### src/rtl/writeback_unit_pkg.sv
// writeback_unit_pkg: shared widths, register-zero constant and byte-lane offsets
package writeback_unit_pkg;
    localparam int DATA_W = 32;
    localparam int ADDR_W = 5;
    localparam logic [ADDR_W-1:0] REG_ZERO = 5'd0;
    localparam logic [1:0] LANE_B0 = 2'd0;
    localparam logic [1:0] LANE_B1 = 2'd1;
    localparam logic [1:0] LANE_B2 = 2'd2;
    localparam logic [1:0] LANE_B3 = 2'd3;
endpackage

### src/rtl/writeback_unit_load_byte_extend.sv
// load_byte_extend: picks one little-endian byte lane and sign/zero extends it
module load_byte_extend
    import writeback_unit_pkg::*;
#(
    parameter int W = DATA_W
) (
    input  logic [31:0]  word_i,
    input  logic [1:0]   offset_i,
    input  logic         sext_i,
    output logic [W-1:0] data_o
);
    logic [7:0] byte_sel;
    // lane mux then extension
    always_comb begin
        byte_sel = (offset_i == LANE_B3) ? word_i[31:24] :
                   (offset_i == LANE_B2) ? word_i[23:16] :
                   (offset_i == LANE_B1) ? word_i[15:8]  : word_i[7:0];
        data_o   = {{(W-8){sext_i & byte_sel[7]}}, byte_sel};
    end
endmodule

### src/rtl/writeback_unit.sv
// writeback_unit: MEM/WB consumer producing the register-file write, a one-cycle forward hold and debug counters
module writeback_unit
    import writeback_unit_pkg::*;
#(
    parameter int DATA_WIDTH = DATA_W,
    parameter int ADDR_WIDTH = ADDR_W,
    parameter int RETIRE_W   = 32,
    parameter int SUPP_W     = 16
) (
    input  logic                  Clk,
    input  logic                  Rst,
    input  logic                  ValidIn,
    input  logic                  RegWriteIn,
    input  logic                  MoveNotZeroIn,
    input  logic                  DontMoveIn,
    input  logic                  HiOrLoIn,
    input  logic                  MemToRegIn,
    input  logic                  HiLoToRegIn,
    input  logic [DATA_WIDTH-1:0] RHiIn,
    input  logic [DATA_WIDTH-1:0] RLoIn,
    input  logic                  ZeroIn,
    input  logic [DATA_WIDTH-1:0] ALUResultIn,
    input  logic [ADDR_WIDTH-1:0] WriteAddressIn,
    input  logic [DATA_WIDTH-1:0] ReadDataIn,
    input  logic                  LbIn,
    input  logic                  LoadExtendedIn,
    input  logic [ADDR_WIDTH-1:0] ReadAddrA,
    input  logic [ADDR_WIDTH-1:0] ReadAddrB,
    output logic                  RegWriteEn,
    output logic [ADDR_WIDTH-1:0] RegWriteAddr,
    output logic [DATA_WIDTH-1:0] RegWriteData,
    output logic                  FwdA,
    output logic                  FwdB,
    output logic [DATA_WIDTH-1:0] FwdData,
    output logic [RETIRE_W-1:0]   RetireCount,
    output logic [SUPP_W-1:0]     SuppressCount
);
    logic                  move_ok;
    logic                  supp_hit;
    logic [DATA_WIDTH-1:0] byte_data;
    logic [DATA_WIDTH-1:0] load_data;
    logic                  held_valid_q, held_valid_d;
    logic [ADDR_WIDTH-1:0] held_addr_q, held_addr_d;
    logic [DATA_WIDTH-1:0] held_data_q, held_data_d;
    logic [RETIRE_W-1:0]   retire_q, retire_d;
    logic [SUPP_W-1:0]     supp_q, supp_d;

    load_byte_extend #(.W(DATA_WIDTH)) u_lbe (
        .word_i   (ReadDataIn[31:0]),
        .offset_i (ALUResultIn[1:0]),
        .sext_i   (LoadExtendedIn),
        .data_o   (byte_data)
    );

    // write port selection and enable; a failed conditional move is counted but the $0 check is not
    always_comb begin
        move_ok      = !DontMoveIn | (MoveNotZeroIn ? !ZeroIn : ZeroIn);
        load_data    = LbIn ? byte_data : ReadDataIn;
        RegWriteData = HiLoToRegIn ? (HiOrLoIn ? RHiIn : RLoIn) :
                       MemToRegIn  ? load_data : ALUResultIn;
        RegWriteAddr = WriteAddressIn;
        RegWriteEn   = ValidIn & RegWriteIn & move_ok & (WriteAddressIn != REG_ZERO);
        supp_hit     = ValidIn & RegWriteIn & DontMoveIn & !move_ok;
        held_valid_d = RegWriteEn;
        held_addr_d  = RegWriteAddr;
        held_data_d  = RegWriteData;
        retire_d     = ValidIn ? retire_q + 1'b1 : retire_q;
        supp_d       = (supp_hit && supp_q != '1) ? supp_q + 1'b1 : supp_q;
    end

    // forward hold and counters, reset taking priority over the incoming slot
    always_ff @(posedge Clk) begin
        if (Rst) begin
            held_valid_q <= 1'b0;
            held_addr_q  <= '0;
            held_data_q  <= '0;
            retire_q     <= '0;
            supp_q       <= '0;
        end else begin
            held_valid_q <= held_valid_d;
            held_addr_q  <= held_addr_d;
            held_data_q  <= held_data_d;
            retire_q     <= retire_d;
            supp_q       <= supp_d;
        end
    end

    assign FwdA          = held_valid_q & (held_addr_q == ReadAddrA);
    assign FwdB          = held_valid_q & (held_addr_q == ReadAddrB);
    assign FwdData       = held_data_q;
    assign RetireCount   = retire_q;
    assign SuppressCount = supp_q;
endmodule

### config.mk
export PLATFORM = sky130hd
export DESIGN_NAME = writeback_unit
export DESIGN_NICKNAME = d
export VERILOG_FILES = /design/src/rtl/writeback_unit_pkg.sv /design/src/rtl/writeback_unit_load_byte_extend.sv /design/src/rtl/writeback_unit.sv
export SDC_FILE = /design/constraint.sdc
export NUM_CORES = 1
export LEC_CHECK = 0
export ABC_AREA = 1
export ABC_CLOCK_PERIOD_IN_PS = 1380
export BUFFER_PORTS_ARGS = -buffer_cell sky130_fd_sc_hd__clkbuf_2
export CORE_MARGIN = 5
export CORE_UTILIZATION = 42
export DETAILED_ROUTE_END_ITERATION = 8
export GPL_ROUTABILITY_DRIVEN = 0
export PLACE_DENSITY = 0.77
export SETUP_SLACK_MARGIN = 0.4
export SYNTH_ARGS = -nofsm -noshare
export SYNTH_HDL_FRONTEND = slang
export SYNTH_SLANG_ARGS = --single-unit
### constraint.sdc
create_clock -name Clk -period 1.38 [get_ports Clk]
set_input_delay 0.069 -clock Clk [delete_from_list [all_inputs] [get_ports Clk]]
set_output_delay 0.069 -clock Clk [all_outputs]
set_load 0.02 [all_outputs]
## Word level (Yosys, flattened, before mapping)

Cells that the tools add are included.

| word-level totals | value |
|---|---|
| output and inout bits | 120 |
| word-level logic and storage cells | 35 |
| flip-flop bits (word level) | 86 |

| operators by class | value |
|---|---|
| add/subtract/negate cells | 2 |
| equal/unequal tests | 6 |
| muxes and demuxes | 8 |
| reductions and logical operators | 5 |
| bitwise operators | 9 |

Operator list:

| operator | number |
|---|---|
| 2-to-1 mux 32 bit | 4 |
| adder 32 x 1 -> 32 bit (second input constant) | 1 |
| 2-to-1 mux 8 bit | 3 |
| adder 16 x 1 -> 16 bit (second input constant) | 1 |
| inequality test 16 bit (second input constant) | 1 |
| equality test 5 bit | 2 |
| bitwise AND 1 bit | 8 |
| nonzero test 5 bit | 1 |
| equality test 2 bit (second input constant) | 2 |
| logical NOT 1 bit | 3 |
| equality test 2 x 1 -> 1 bit (second input constant) | 1 |
| logical AND 1 bit | 1 |
| 2-to-1 mux 1 bit | 1 |
| OR 1 bit | 1 |

## Logic depth before layout (Yosys ltp)

| depth | value |
|---|---|
| depth after elaboration | 8 |
| gate-level depth with buffers | 11 |
| depth with buffers taken out | 10 |

## Hierarchy

A second synthesis with hierarchy kept.

| second synthesis, totals | value |
|---|---|
| cells, all modules | 892 |
| area total of the unflattened synthesis | 5644.2 um^2 |

By module, submodules not included:

| module | cells an instance | area each (um^2) | instances |
|---|---|---|---|
| writeback_unit | 809 | 5177.5 | 1 |
| load_byte_extend | 83 | 466.7 | 1 |

## Worst setup path before layout

Ideal clock, no wire load.

| timing | value |
|---|---|
| path type | reg-to-reg |
| start point | reg supp_q[0] (netlist: SuppressCount[0]) |
| end point | reg supp_q[1] (netlist: SuppressCount[1]) |
| stages on the path, launching flop included | 12 |
| required time | 1.264 ns |
| data arrival time | 1.583 ns |
| path buffers | 1 |
| library setup time | 0.116 ns |
| path slack | -0.319 ns |
| path through | dfxtp_1 > ha_1 > nand2_1 > inv_2 > nand2_2 > nor2_2 > nand3_1 > nand2_2 > inv_2 > buf_6 > nor2_1 > nor2_1 |

| on the way | value |
|---|---|
| longest elaborated chain between the ends | 2 |
| elaborated cells between the ends (all ways) | 3 |
| those cells by class | add/sub (1); eq/ne (1); reduce/logical (1) |

Ends and longest elaborated chain:

| what | line | source |
|---|---|---|
| from (decl) | writeback_unit.sv:46 | `logic [SUPP_W-1:0] supp_q, supp_d;` |
| from (signal assigned) | writeback_unit.sv:84 | `supp_q <= supp_d;` |
| branches (longest 2 deep; another with adder 16 x 1 -> 16 bit) | -- |  |

Parallel ways; which one is timed is not known.
A chain may end at the register's enable or synchronous reset.

## Worst setup path in the final report

| timing | value |
|---|---|
| start point | reg retire_q[0] (netlist: RetireCount[0]) |
| end point | reg retire_q[12] (netlist: RetireCount[12]) |

| on the way | value |
|---|---|
| longest elaborated chain between the ends | 1 |

Ends and longest elaborated chain:

| what | line | source |
|---|---|---|
| from (decl) | writeback_unit.sv:45 | `logic [RETIRE_W-1:0] retire_q, retire_d;` |
| from (signal assigned) | writeback_unit.sv:83 | `retire_q <= retire_d;` |
| adder 32 x 1 -> 32 bit | writeback_unit.sv:67 | `retire_d = ValidIn ? retire_q + 1'b1 : retire_q;` |

No other way between the ends.

==> flow_summary.ini <==
[outcome]
status = finished with violations
violations = negative setup slack

[detailed_routing]
route.detailed.drc = 0
first_pass_iters = 9
wl_per_cell_um = 21.9
drt-total-wl_um = 33100
viasPerCell = 5.93
drt_iter0_markers = 1076
ant_nets = 0
vias = 8937

[grt]
gr-usage-met3_pct = 8.06
grt_pass1_wl_um = 41000
grt.met2_usage_pct = 57.5
grt_max_degree = 38
grt_overflow = 0
grt_usage_pct = 32.0
antenna_found_initial = 0
grt.busiest_layer = met2
grt_pass1_vias = 8210
grtUsageMet1_pct = 32.9

[timing]
fin_skew_ps = 8.90
setup_tns_ps = -3240
hold_slack_ps = 27.7
finalHoldViolations = 0
rsz0062_at_grt = yes
min_period_ps = 1540
relSlewSlack_pct = 57.0
period_share_pct = 111
timing.final.ws_setup_ps = -158
worst_pin_slew_ps = 644
finalSetupViolCount = 58
drv_slew = 0
max_freq_mhz = 650

[yosys]
synth_nets = 1089
netlist.area_leader.share_pct = 31.2
yosysWarnings = 0
syn_avg_cell_area_sq_um = 5.92
seq_area_frac_synth_pct = 31.2
syn_area_sq_mm = 0.00551
synth-edff-count = 0
async_reset_ff_share_pct = 0
synth_area_leaders = dfxtp_1, nand2_1, nor2_1
syn_inst = 932
synth.distinct_cells = 36
synthFlopType = dfxtp_1
synth_top_area_cell = dfxtp_1
synth-seq-cells = 86

[min_path]
min_path_cells = 3
min_to = FwdData[25]
worstHoldStart = RHiIn[25]
hold_class = primary input to register

[clock_network]
numCtsBuffers = 9
cts_tree = built
cts_max_level = 3
clock_path_buffers = 2
cts-root-buf = clkbuf_16
clk_pin_slew_ps = 70
clock_sinks = 86
clock_latency_ps = 350

[cells_and_area]
nFillCells = 607
syn_to_final_growth_pct = 99.3
drive_gt1_share_pct = 57.9
fin_nets = 1488
antenna_cells = 0
utilization_pct = 86.4

[setup_path]
worstRegToRegCells = 8
path_class = register to register
timing.rr.start = RetireCount[0]
crit_path_end_kind = register
r2r_end = RetireCount[12]
crit_arrival_ps = 1810
r2r_setup_slack_ps = -160
crit_fanout = 5
required_ps = 1650
start_kind = register

[job]
drv_cap = 0

[die]
rows = 41
dieArea_sq_mm = 0.0155
start_util_pct = 43.3
die_y_um = 125
coreArea_sq_mm = 0.0127
io_pins = 275
fp.dieW_um = 125

[placed_design]
io_buffers = 274
dp_hpwl_um = 16300

[power]
ir_worst_vdd_v = 0.000728
powerDensity_mw_per_mm2 = 684
leakagePower_nw = 5.14
==> where the power goes <==
group	leakage, nW	switching (mW)	internal, mW
Sequential	0.738	0.0486	2.52
Combinational	4.28	1.48	1.14
Clock	0.124	1.11	1.22
==> final cells by class <==
class,instances,area (sq um),area share [%]
flip-flops and latches,86,1860,16.9
well taps,172,215,1.96
clock inverters,4,25.0,0.228
clock buffers,12,236,2.15
multi-input cells,737,4720,42.9
inverters,63,273,2.48
repair buffers,434,3660,33.3
==> placed cells by master, fill, tap and decap left out, types with 6 or more instances in the layout <==
cell,synthesis,final
dfxtp_1,86,34
clkbuf_2,0,189
clkbuf_16,0,11
inv_2,4,10
nor2_4,1,20
nor3_1,10,7
dfxtp_2,0,22
o21ai_0,51,19
nand4_1,12,12
nor2_1,217,189
clkbuf_8,0,6
xnor2_1,7,6
nand3_2,1,12
nor2_2,6,15
clkbuf_4,0,6
nand2_4,0,91
o21ai_2,0,15
o21ai_1,5,19
buf_2,4,8
xor2_1,16,16
nand3_1,32,17
buf_6,4,79
buf_8,0,53
a21oi_2,6,36
a21oi_1,90,60
nand2_1,256,120
buf_12,0,6
buf_4,6,78
nand2_2,5,49
inv_1,58,47
dfxtp_4,0,30
==> critical path, stage by stage (launching register included) <==
cell and delay [ps]:
dfxtp_4 390, ha_4 140, inv_2 40, nor2_4 170, nand2_2 110, nor2_4 160, nand2_4 80, o21ai_2 170
nor3b_4 200
==> worst max-delay path by stage <==
stage	slack, ps	start	cells after the start	endpoint
finish	-160	RetireCount[0]	8	RetireCount[12]
global route	-230	RetireCount[21]	8	RetireCount[30]
global placement	20	ALUResultIn[1]	11	RegWriteData[0]
CTS	-50	held_addr_q[3]	4	FwdA
detailed placement	-40	SuppressCount[1]	10	SuppressCount[0]
floorplan	-120	SuppressCount[1]	11	SuppressCount[1]
==> metrics by stage <==
step           total power, mW  instances  cell area, sq um  setup slack [ps]
2_1_floorplan             3.56        932              5950              -118
3_3_place_gp              4.19       1387              7750              23.1
3_5_place_dp              4.21       1387              7750             -38.8
4_1_cts                   6.99       1466             10000             -50.7
5_1_grt                   7.69       1508             11000              -231
6_report                  7.52       1508             11000              -158
==> repair_timing <==
action	4_1_cts	5_1_grt
endpoints found under the setup margin	104	147
setup buffers	54	42
gates resized for setup	409	226
cloned	4	0
pin swaps	73	71
endpoints found under the hold margin	5	0
hold buffers	5	0
==> kinds of logic (layout without fill, tap and decap cells) <==
logic type,count (synthesis),in the layout,share of synthesized area [%]
flops,86,86,31.2
compound gates,156,156,14.7
fa+ha+maj,2,2,0.454
buf+inv,109,513,8.47
simple gates,556,556,41.5
xor+xnor,23,23,3.65
==> layer usage <==
layer	wire, um	share of wire [%]
met1	10300	31
met3	3530	11
met2	15900	48
met4	3310	10
met5	0	0
==> sequential cells by signal (all words and copies together) (netlist names) <==
name,count
SuppressCount,16
FwdData,32
held_valid_q,1
held_addr_q,5
RetireCount,32
==> Yosys cell counts (2+ instances only) <==
| cell type | number |
|---|---|
| clkbuf_1 | 30 |
| o21ai_1 | 5 |
| nand3b_1 | 2 |
| nand2_1 | 256 |
| a21oi_1 | 90 |
| inv_2 | 4 |
| nor2_2 | 6 |
| xor2_1 | 16 |
| buf_6 | 4 |
| dfxtp_1 | 86 |
| a21oi_2 | 6 |
| o21ai_0 | 51 |
| buf_4 | 6 |
| ha_1 | 2 |
| nor4_1 | 3 |
| or2_2 | 3 |
| nor2_1 | 217 |
| nand4_1 | 12 |
| nand3_1 | 32 |
| nor3_2 | 4 |
| nor3_1 | 10 |
| nand2_2 | 5 |
| o22ai_1 | 2 |
| buf_1 | 2 |
| inv_1 | 58 |
| xnor2_1 | 7 |
| buf_2 | 4 |
Note: power is estimated with default switching activity, not from simulation.
